==> src/rtl/mem_arbiter.sv <==
// mem_arbiter: shares a single-port DEPTH x DW memory between the CPU core and
// the debug/loader port. Round-robin arbitration with a req/gnt handshake,
// one-cycle registered read data, and a debug lock that holds off the CPU.
module mem_arbiter #(
    parameter int AW    = 8,
    parameter int DW    = 8,
    parameter int DEPTH = 256
) (
    input  logic          CLK_12MHz,
    input  logic          reset,
    input  logic          cpu_req,
    input  logic          cpu_we,
    input  logic [AW-1:0] cpu_addr,
    input  logic [DW-1:0] cpu_wdata,
    output logic          cpu_gnt,
    output logic          cpu_rvalid,
    output logic [DW-1:0] cpu_rdata,
    input  logic          dbg_req,
    input  logic          dbg_we,
    input  logic [AW-1:0] dbg_addr,
    input  logic [DW-1:0] dbg_wdata,
    input  logic          dbg_lock,
    output logic          dbg_gnt,
    output logic          dbg_rvalid,
    output logic [DW-1:0] dbg_rdata,
    output logic          cpu_stall,
    output logic          busy
);

    localparam int            IW      = (DEPTH > 1) ? $clog2(DEPTH) : 1;
    localparam logic [AW:0]   DEPTH_W = (AW + 1)'(DEPTH);

    typedef enum logic { ST_ARB = 1'b0, ST_ACCESS = 1'b1 } state_t;
    typedef enum logic { REQ_CPU = 1'b0, REQ_DBG = 1'b1 } req_id_t;

    state_t          state_q, state_d;
    req_id_t         last_q, last_d;
    req_id_t         win_q, win_d;
    req_id_t         arb_win;
    logic            we_q, we_d;
    logic [AW-1:0]   addr_q, addr_d;
    logic [DW-1:0]   wdata_q, wdata_d;
    logic            cpu_gnt_q, cpu_gnt_d;
    logic            dbg_gnt_q, dbg_gnt_d;
    logic            cpu_rvalid_q, cpu_rvalid_d;
    logic            dbg_rvalid_q, dbg_rvalid_d;
    logic [DW-1:0]   cpu_rdata_q, cpu_rdata_d;
    logic [DW-1:0]   dbg_rdata_q, dbg_rdata_d;

    logic [DW-1:0]   mem [DEPTH];
    logic            cpu_elig;
    logic            in_range;
    logic [IW-1:0]   mem_idx;
    logic [DW-1:0]   rd_word;
    logic            mem_we;

    // The CPU is only a candidate while the debug port is not holding the lock.
    assign cpu_elig = cpu_req & ~dbg_lock;
    assign in_range = {1'b0, addr_q} < DEPTH_W;
    assign mem_idx  = addr_q[IW-1:0];
    assign rd_word  = in_range ? mem[mem_idx] : '0;

    // Next-state, arbitration and access-cycle decode.
    always_comb begin
        // NOTE: every signal gets its default here so no path can leave one unassigned and infer a latch.
        state_d      = state_q;
        last_d       = last_q;
        win_d        = win_q;
        we_d         = we_q;
        addr_d       = addr_q;
        wdata_d      = wdata_q;
        cpu_gnt_d    = 1'b0;
        dbg_gnt_d    = 1'b0;
        cpu_rvalid_d = 1'b0;
        dbg_rvalid_d = 1'b0;
        cpu_rdata_d  = cpu_rdata_q;
        dbg_rdata_d  = dbg_rdata_q;
        mem_we       = 1'b0;
        arb_win      = last_q;

        case (state_q)
            ST_ARB: begin
                if (cpu_elig || dbg_req) begin
                    // On a tie the requester that did not win last time goes first.
                    if (cpu_elig && dbg_req) begin
                        arb_win = (last_q == REQ_DBG) ? REQ_CPU : REQ_DBG;
                    end else begin
                        arb_win = cpu_elig ? REQ_CPU : REQ_DBG;
                    end
                    win_d     = arb_win;
                    last_d    = arb_win;
                    we_d      = (arb_win == REQ_CPU) ? cpu_we    : dbg_we;
                    addr_d    = (arb_win == REQ_CPU) ? cpu_addr  : dbg_addr;
                    wdata_d   = (arb_win == REQ_CPU) ? cpu_wdata : dbg_wdata;
                    cpu_gnt_d = (arb_win == REQ_CPU);
                    dbg_gnt_d = (arb_win == REQ_DBG);
                    state_d   = ST_ACCESS;
                end
            end
            ST_ACCESS: begin
                // Requests are ignored here; the latched command is executed.
                state_d = ST_ARB;
                if (we_q) begin
                    // A reset landing on this edge cancels the write.
                    mem_we = in_range & ~reset;
                end else if (win_q == REQ_CPU) begin
                    cpu_rvalid_d = 1'b1;
                    cpu_rdata_d  = rd_word;
                end else begin
                    dbg_rvalid_d = 1'b1;
                    dbg_rdata_d  = rd_word;
                end
            end
            default: state_d = ST_ARB;
        endcase
    end

    // State and registered outputs; reset has priority over everything.
    always_ff @(posedge CLK_12MHz) begin
        // NOTE: non-blocking assignments so every flop samples the pre-edge values.
        if (reset) begin
            state_q      <= ST_ARB;
            last_q       <= REQ_DBG;
            win_q        <= REQ_CPU;
            we_q         <= 1'b0;
            addr_q       <= '0;
            wdata_q      <= '0;
            cpu_gnt_q    <= 1'b0;
            dbg_gnt_q    <= 1'b0;
            cpu_rvalid_q <= 1'b0;
            dbg_rvalid_q <= 1'b0;
            cpu_rdata_q  <= '0;
            dbg_rdata_q  <= '0;
        end else begin
            state_q      <= state_d;
            last_q       <= last_d;
            win_q        <= win_d;
            we_q         <= we_d;
            addr_q       <= addr_d;
            wdata_q      <= wdata_d;
            cpu_gnt_q    <= cpu_gnt_d;
            dbg_gnt_q    <= dbg_gnt_d;
            cpu_rvalid_q <= cpu_rvalid_d;
            dbg_rvalid_q <= dbg_rvalid_d;
            cpu_rdata_q  <= cpu_rdata_d;
            dbg_rdata_q  <= dbg_rdata_d;
        end
    end

    // Memory write port.
    always_ff @(posedge CLK_12MHz) begin
        // NOTE: the array has no reset; program contents must survive a reset.
        if (mem_we) begin
            mem[mem_idx] <= wdata_q;
        end
    end

    assign cpu_gnt    = cpu_gnt_q;
    assign dbg_gnt    = dbg_gnt_q;
    assign cpu_rvalid = cpu_rvalid_q;
    assign dbg_rvalid = dbg_rvalid_q;
    assign cpu_rdata  = cpu_rdata_q;
    assign dbg_rdata  = dbg_rdata_q;
    assign busy       = (state_q == ST_ACCESS);
    assign cpu_stall  = cpu_req & ~cpu_gnt_q;

endmodule

==> config.mk <==
export PLATFORM = sky130hd
export DESIGN_NAME = mem_arbiter
export DESIGN_NICKNAME = d
export VERILOG_FILES = /design/src/rtl/mem_arbiter.sv
export SDC_FILE = /design/constraint.sdc
export NUM_CORES = 2
export LEC_CHECK = 0
export CAP_MARGIN = 10
export CORE_ASPECT_RATIO = 0.7
export CORE_MARGIN = 3
export CORE_UTILIZATION = 45
export CTS_CLUSTER_SIZE = 28
export DETAILED_ROUTE_END_ITERATION = 12
export GPL_ROUTABILITY_DRIVEN = 1
export SYNTH_ARGS = -nofsm -noshare
export SYNTH_HDL_FRONTEND = slang
export SYNTH_SLANG_ARGS = --single-unit
==> constraint.sdc <==
create_clock -name CLK_12MHz -period 4.6 [get_ports CLK_12MHz]
set_input_delay 1.38 -clock CLK_12MHz [delete_from_list [all_inputs] [get_ports CLK_12MHz]]
set_output_delay 1.38 -clock CLK_12MHz [all_outputs]
set_load 0.005 [all_outputs]
Word-level counts from Yosys, hierarchy flattened
Memory sizes are Yosys's and may differ from the RTL's. A register that Yosys moved wholly into a read port is not among the register bits.
Cells that the tools add are included.
{"block": "totals", "mem_count": 1, "inputBits": 39, "register_bits": 40, "ram_bits": 2048, "latchBits": 0, "elab_cells": 48, "output_inout_bits": 22, "rom_bits": 0}
{"memory": "mem", "depth": 256, "width": 8, "rd": 1, "rd_clocked_by_memory_dff": 1, "write_ports": 1, "line": "50", "text": "logic [DW-1:0] mem [DEPTH];"}
{"block": "classes", "reduce_logical": 7, "bitwise_logic": 10, "addsub": 0, "eq_ne": 0, "mux": 18, "n_mul": 0, "shift": 0, "div_mod_pow": 0, "magnitude_cmp": 0}
{"op": "$mux W8", "count": 4}
{"op": "$mux W1", "count": 13}
{"op": "$not A1 Y1", "count": 8}
{"op": "$reduce_and A3 Y1", "count": 2}
{"op": "$reduce_or A3 Y1", "count": 2}
{"op": "$and A1 B1 Y1", "count": 2}
{"op": "$pmux W1 S2", "count": 1}
{"op": "$reduce_and A2 Y1", "count": 1}
{"op": "$logic_and A1 B1 Y1", "count": 1}
{"op": "$logic_or A1 B1 Y1", "count": 1}

Longest topological paths before layout
{"block": "logic_depth", "ltp_word": 9, "mapped_depth": 13}

Least setup slack after synthesis
Ideal clock, no wire load.
{"block": "synth_path", "path_type": "reg2reg", "startpoint": "register wdata_q[0]", "endpoint": "memory mem[0][0] (data pin)", "path_slack_ps": 347, "arrival_ps": 3398, "period_less_slack_ps": 4253, "path_buffers": 0, "path_stages_with_launch": 1, "required_time_ps": 3744, "cell_sequence": "dfxtp_1"}
{"element": "start: declaration", "line": "42", "text": "logic [DW-1:0] wdata_q, wdata_d;"}
{"element": "start signal: assignment", "line": "140", "text": "wdata_q <= wdata_d;"}
{"element": "end: declaration", "line": "50"}
No word-level cell before the write port.

==> results by group <==
STA
  – Clock skew: 0.03315 ns
  – Final hold viol count: 0
  – Sum of negative setup slack: 0 ns
  – Slew @ Worst Pin: 1.197 ns
  – Crit share post-route: 0.9044
  – Unrepaired setup endpoints after global routing: no
  – Final min period: 4.160 ns
  – Final-report setup violation count: 0
  – Relative max-transition margin: 0.2006
  – Pins Over Slew Limit: 0
  – Max Clk Rate: 240.4 MHz
  – Final WS setup: 0.4398 ns

Routing
  – DRC viols: 0
  – Met3 WL: 28530 µm
  – Met1 WL: 98230 µm
  – Routed wire length: 225200 µm
  – Final ANT Viol Nets: 0
  – Met2 WL: 93620 µm
  – WL/cell: 32.81 µm
  – DRT iter0 DRCs: 6339
  – Pre-antenna DRT Iters: 6
  – Vias/cell: 6.145
  – Uppermost layer routed: met5
  – Via Count: 42182

Finish
  – Post-layout net count: 4372
  – Post-Layout Inst Area: 92500 µm²
  – Area Growth Syn to Fin: 13.37%
  – Share of cells above drive strength 1: 0.2530

Critical path
  – Req. time, crit path: 5.31 ns
  – Crit path DAT: 4.88 ns
  – Setup crit start kind: flop
  – Worst setup EP type: flop
  – Worst reg2reg path depth: 7
  – Setup CP Type: flop to flop
  – CP max FO: 76

GRT
  – Total grt overflow: 0
  – Vias in the first global route: 40852
  – First-pass GRT wire length: 318000 µm
  – Largest net degree at the start of global routing: 156
  – Gr usage total: 0.2417
  – Initial antenna violation count: 12

Synth
  – Post-synthesis register bit count: 2096
  – Seq/Total Area, Yosys: 0.7655
  – Area share of the largest cell type after synthesis: 0.7537
  – Predominant post-synthesis flop cell: edfxtp_1
  – Async set-reset flop share out of synthesis: 0
  – Post-Syn Area: 81590 µm²
  – Post-synth top area cell: edfxtp_1
  – Synth Net Count: 4009
  – Mapped Avg Cell Area: 20.55 µm²
  – Synth warnings: 0
  – Top cells by area, synth: edfxtp_1 75%, mux4_2 13%, mux2i_1 1.5%
  – Top-count cell post-synth: edfxtp_1
  – Post-synth EDFFs: 2048
  – Cells after synthesis: 3970
  – Synth cell count leaders: 2048 x edfxtp_1, 465 x mux4_2, 319 x nor2_1
  – Yosys cell types: 71

Pwr
  – Sw Share: 0.2336
  – Power Internal: 30860 µW
  – Clock Power Share: 0.380
  – Flop pwr share: 0.534
  – PwrDens: 435.3 nW/µm²
  – Peak supply drop: 0.4180 mV
  – Comb pwr share: 0.086
  – Lkg Pwr: 0.02911 µW
  – NetSw: 9406 µW

Flow run
  – Max-cap check violation count: 0

Die
  – Row Count: 130
  – Die H: 362.3 µm
  – Core Box Area: 179700 µm²
  – Ports: 61
  – Die area: 186500 µm²
  – Die Width: 514.9 µm
  – Initial Utilization: 0.4540

Min path
  – Hold path depth: 2
  – Hold Crit Class: flop to flop

CTS
  – # hold bufs at CTS: 0
  – CTS Buf Count: 186
  – Post-CTS Resized: 0
  – CTS tree: built
  – CTS max path bufs: 3
  – Setup bufs post-CTS: 0
  – Num Clock Sinks: 2096
  – Clk_lat worst skew: 0.83 ns
  – CTS clk-pin slew, worst paths: 0.07 ns
  – Root Driver: clkbuf_16
  – H-tree levels: 4

Placement
  – DP Area: 86630 µm²
  – Pre-CTS setup slack: 0.5608 ns
  – Port Buffers: 60
  – HPWL after DPL: 142600 µm
  – GPL Wtd Cong: 0.8660

Run status
  – Status: complete, no violations
## power by group through the flow
stage                     clock [µW]  sequential [µW]  combinational, µW
after CTS                      15600            21500               3420
final                          15300            21500               3450
after floorplan                    0            22000               1890
after detailed placement           0            21900               3420
after global routing           16400            21500               3620
after global placement             0            21900               3390
## layout make-up
cell class,instances,area [µm²]
Antenna cell,1,2.502
Clock buffer,242,5054
Clock inverter,100,812.0
Fill cell,14069,87230
Inverter,9,33.78
Multi-Input combinational cell,1633,17590
Sequential cell,2096,62510
Tap cell,2376,2973
Timing Repair Buffer,407,3531
## cell families (layout without fill, tap and decap cells)
| logic type | Yosys count | after routing | share of synthesized area |
|---|---|---|---|
| DFF | 2096 | 2096 | 0.7655 |
| and+or+nand+nor | 656 | 656 | 0.03522 |
| AOI/OAI and AO/OA | 352 | 352 | 0.03055 |
| muxes | 625 | 625 | 0.1494 |
| buffers and inverters | 241 | 758 | 0.01928 |
| other | 0 | 1 | 0 |
## critical path, cell delays in order, from the launching register on
cell     delay, ns
dfxtp_4       0.89
buf_12        0.54
mux4_2        0.59
o22ai_1       0.21
nor2_1        0.21
a21oi_1       0.66
a21oi_1       0.44
a32o_1        0.35
## path summary, 6_finish.rpt
kind,from,endpoint,slack (ns)
max,flop,dbg_rdata[2],0.44
min,dbg_rdata[5],dbg_rdata[5],0.52
max reg2reg,flop,dbg_rdata[2],0.44
min reg2reg,dbg_rdata[5],dbg_rdata[5],0.52
## state kept, by name, indices dropped and copies added (netlist names), named ones only
signal / count
mem: 2048
win_q: 1
dbg_gnt: 1
dbg_rvalid: 1
wdata_q: 8
last_q: 1
cpu_rvalid: 1
we_q: 1
busy: 1
cpu_gnt: 1
dbg_rdata: 8
cpu_rdata: 8
addr_q: 8
## metrics by stage
| stage | cells | utilization | total power (µW) | hold slack (ns) |
|---|---|---|---|---|
| 2_1_floorplan | 3970 | - | 23920 | 0.4692 |
| 3_3_place_gp | 6520 | 0.4820 | 25300 | 0.4998 |
| 3_5_place_dp | 6521 | 0.4820 | 25330 | 0.5081 |
| 4_1_cts | 6863 | 0.5146 | 40480 | 0.5174 |
| 5_1_grt | 6863 | 0.5146 | 41500 | 0.5211 |
| 6_report | 6864 | 0.5147 | 40270 | 0.5159 |
## routing by layer
layer | up-vias | track usage
li1 | 17158 | -
met1 | 22418 | 0.3792
met2 | 2320 | 0.3246
met3 | 276 | 0.08039
met4 | 10 | 0.05604
met5 | - | 0
## cell usage in the layout (no fill, tap or decap), drive strengths merged, types with 5 or more instances in the layout
master	netlist	layout
mux2	29	29
a31oi	16	16
o2111ai	13	13
buf	150	347
a31o	6	6
o21ai	27	27
nand3	43	43
clkdlybuf4s50	0	60
inv	9	14
nor4	13	13
nand2	164	164
o41ai	5	5
o22ai	80	80
o211ai	15	15
edfxtp	2048	2048
clkbuf	82	242
nand4	15	15
a221oi	5	5
nand3b	7	7
a21oi	53	53
dfxtp	48	48
nor2	322	322
a211oi	24	24
o221ai	15	15
a22oi	49	49
a32o	7	7
clkinv	0	80
nor3	19	19
nor3b	9	9
mux2i	126	126
bufinv	0	12
or2	7	7
nor2b	25	25
and2	6	6
nand2b	14	14
mux4	470	470
Power figures use the tool's default switching activity.
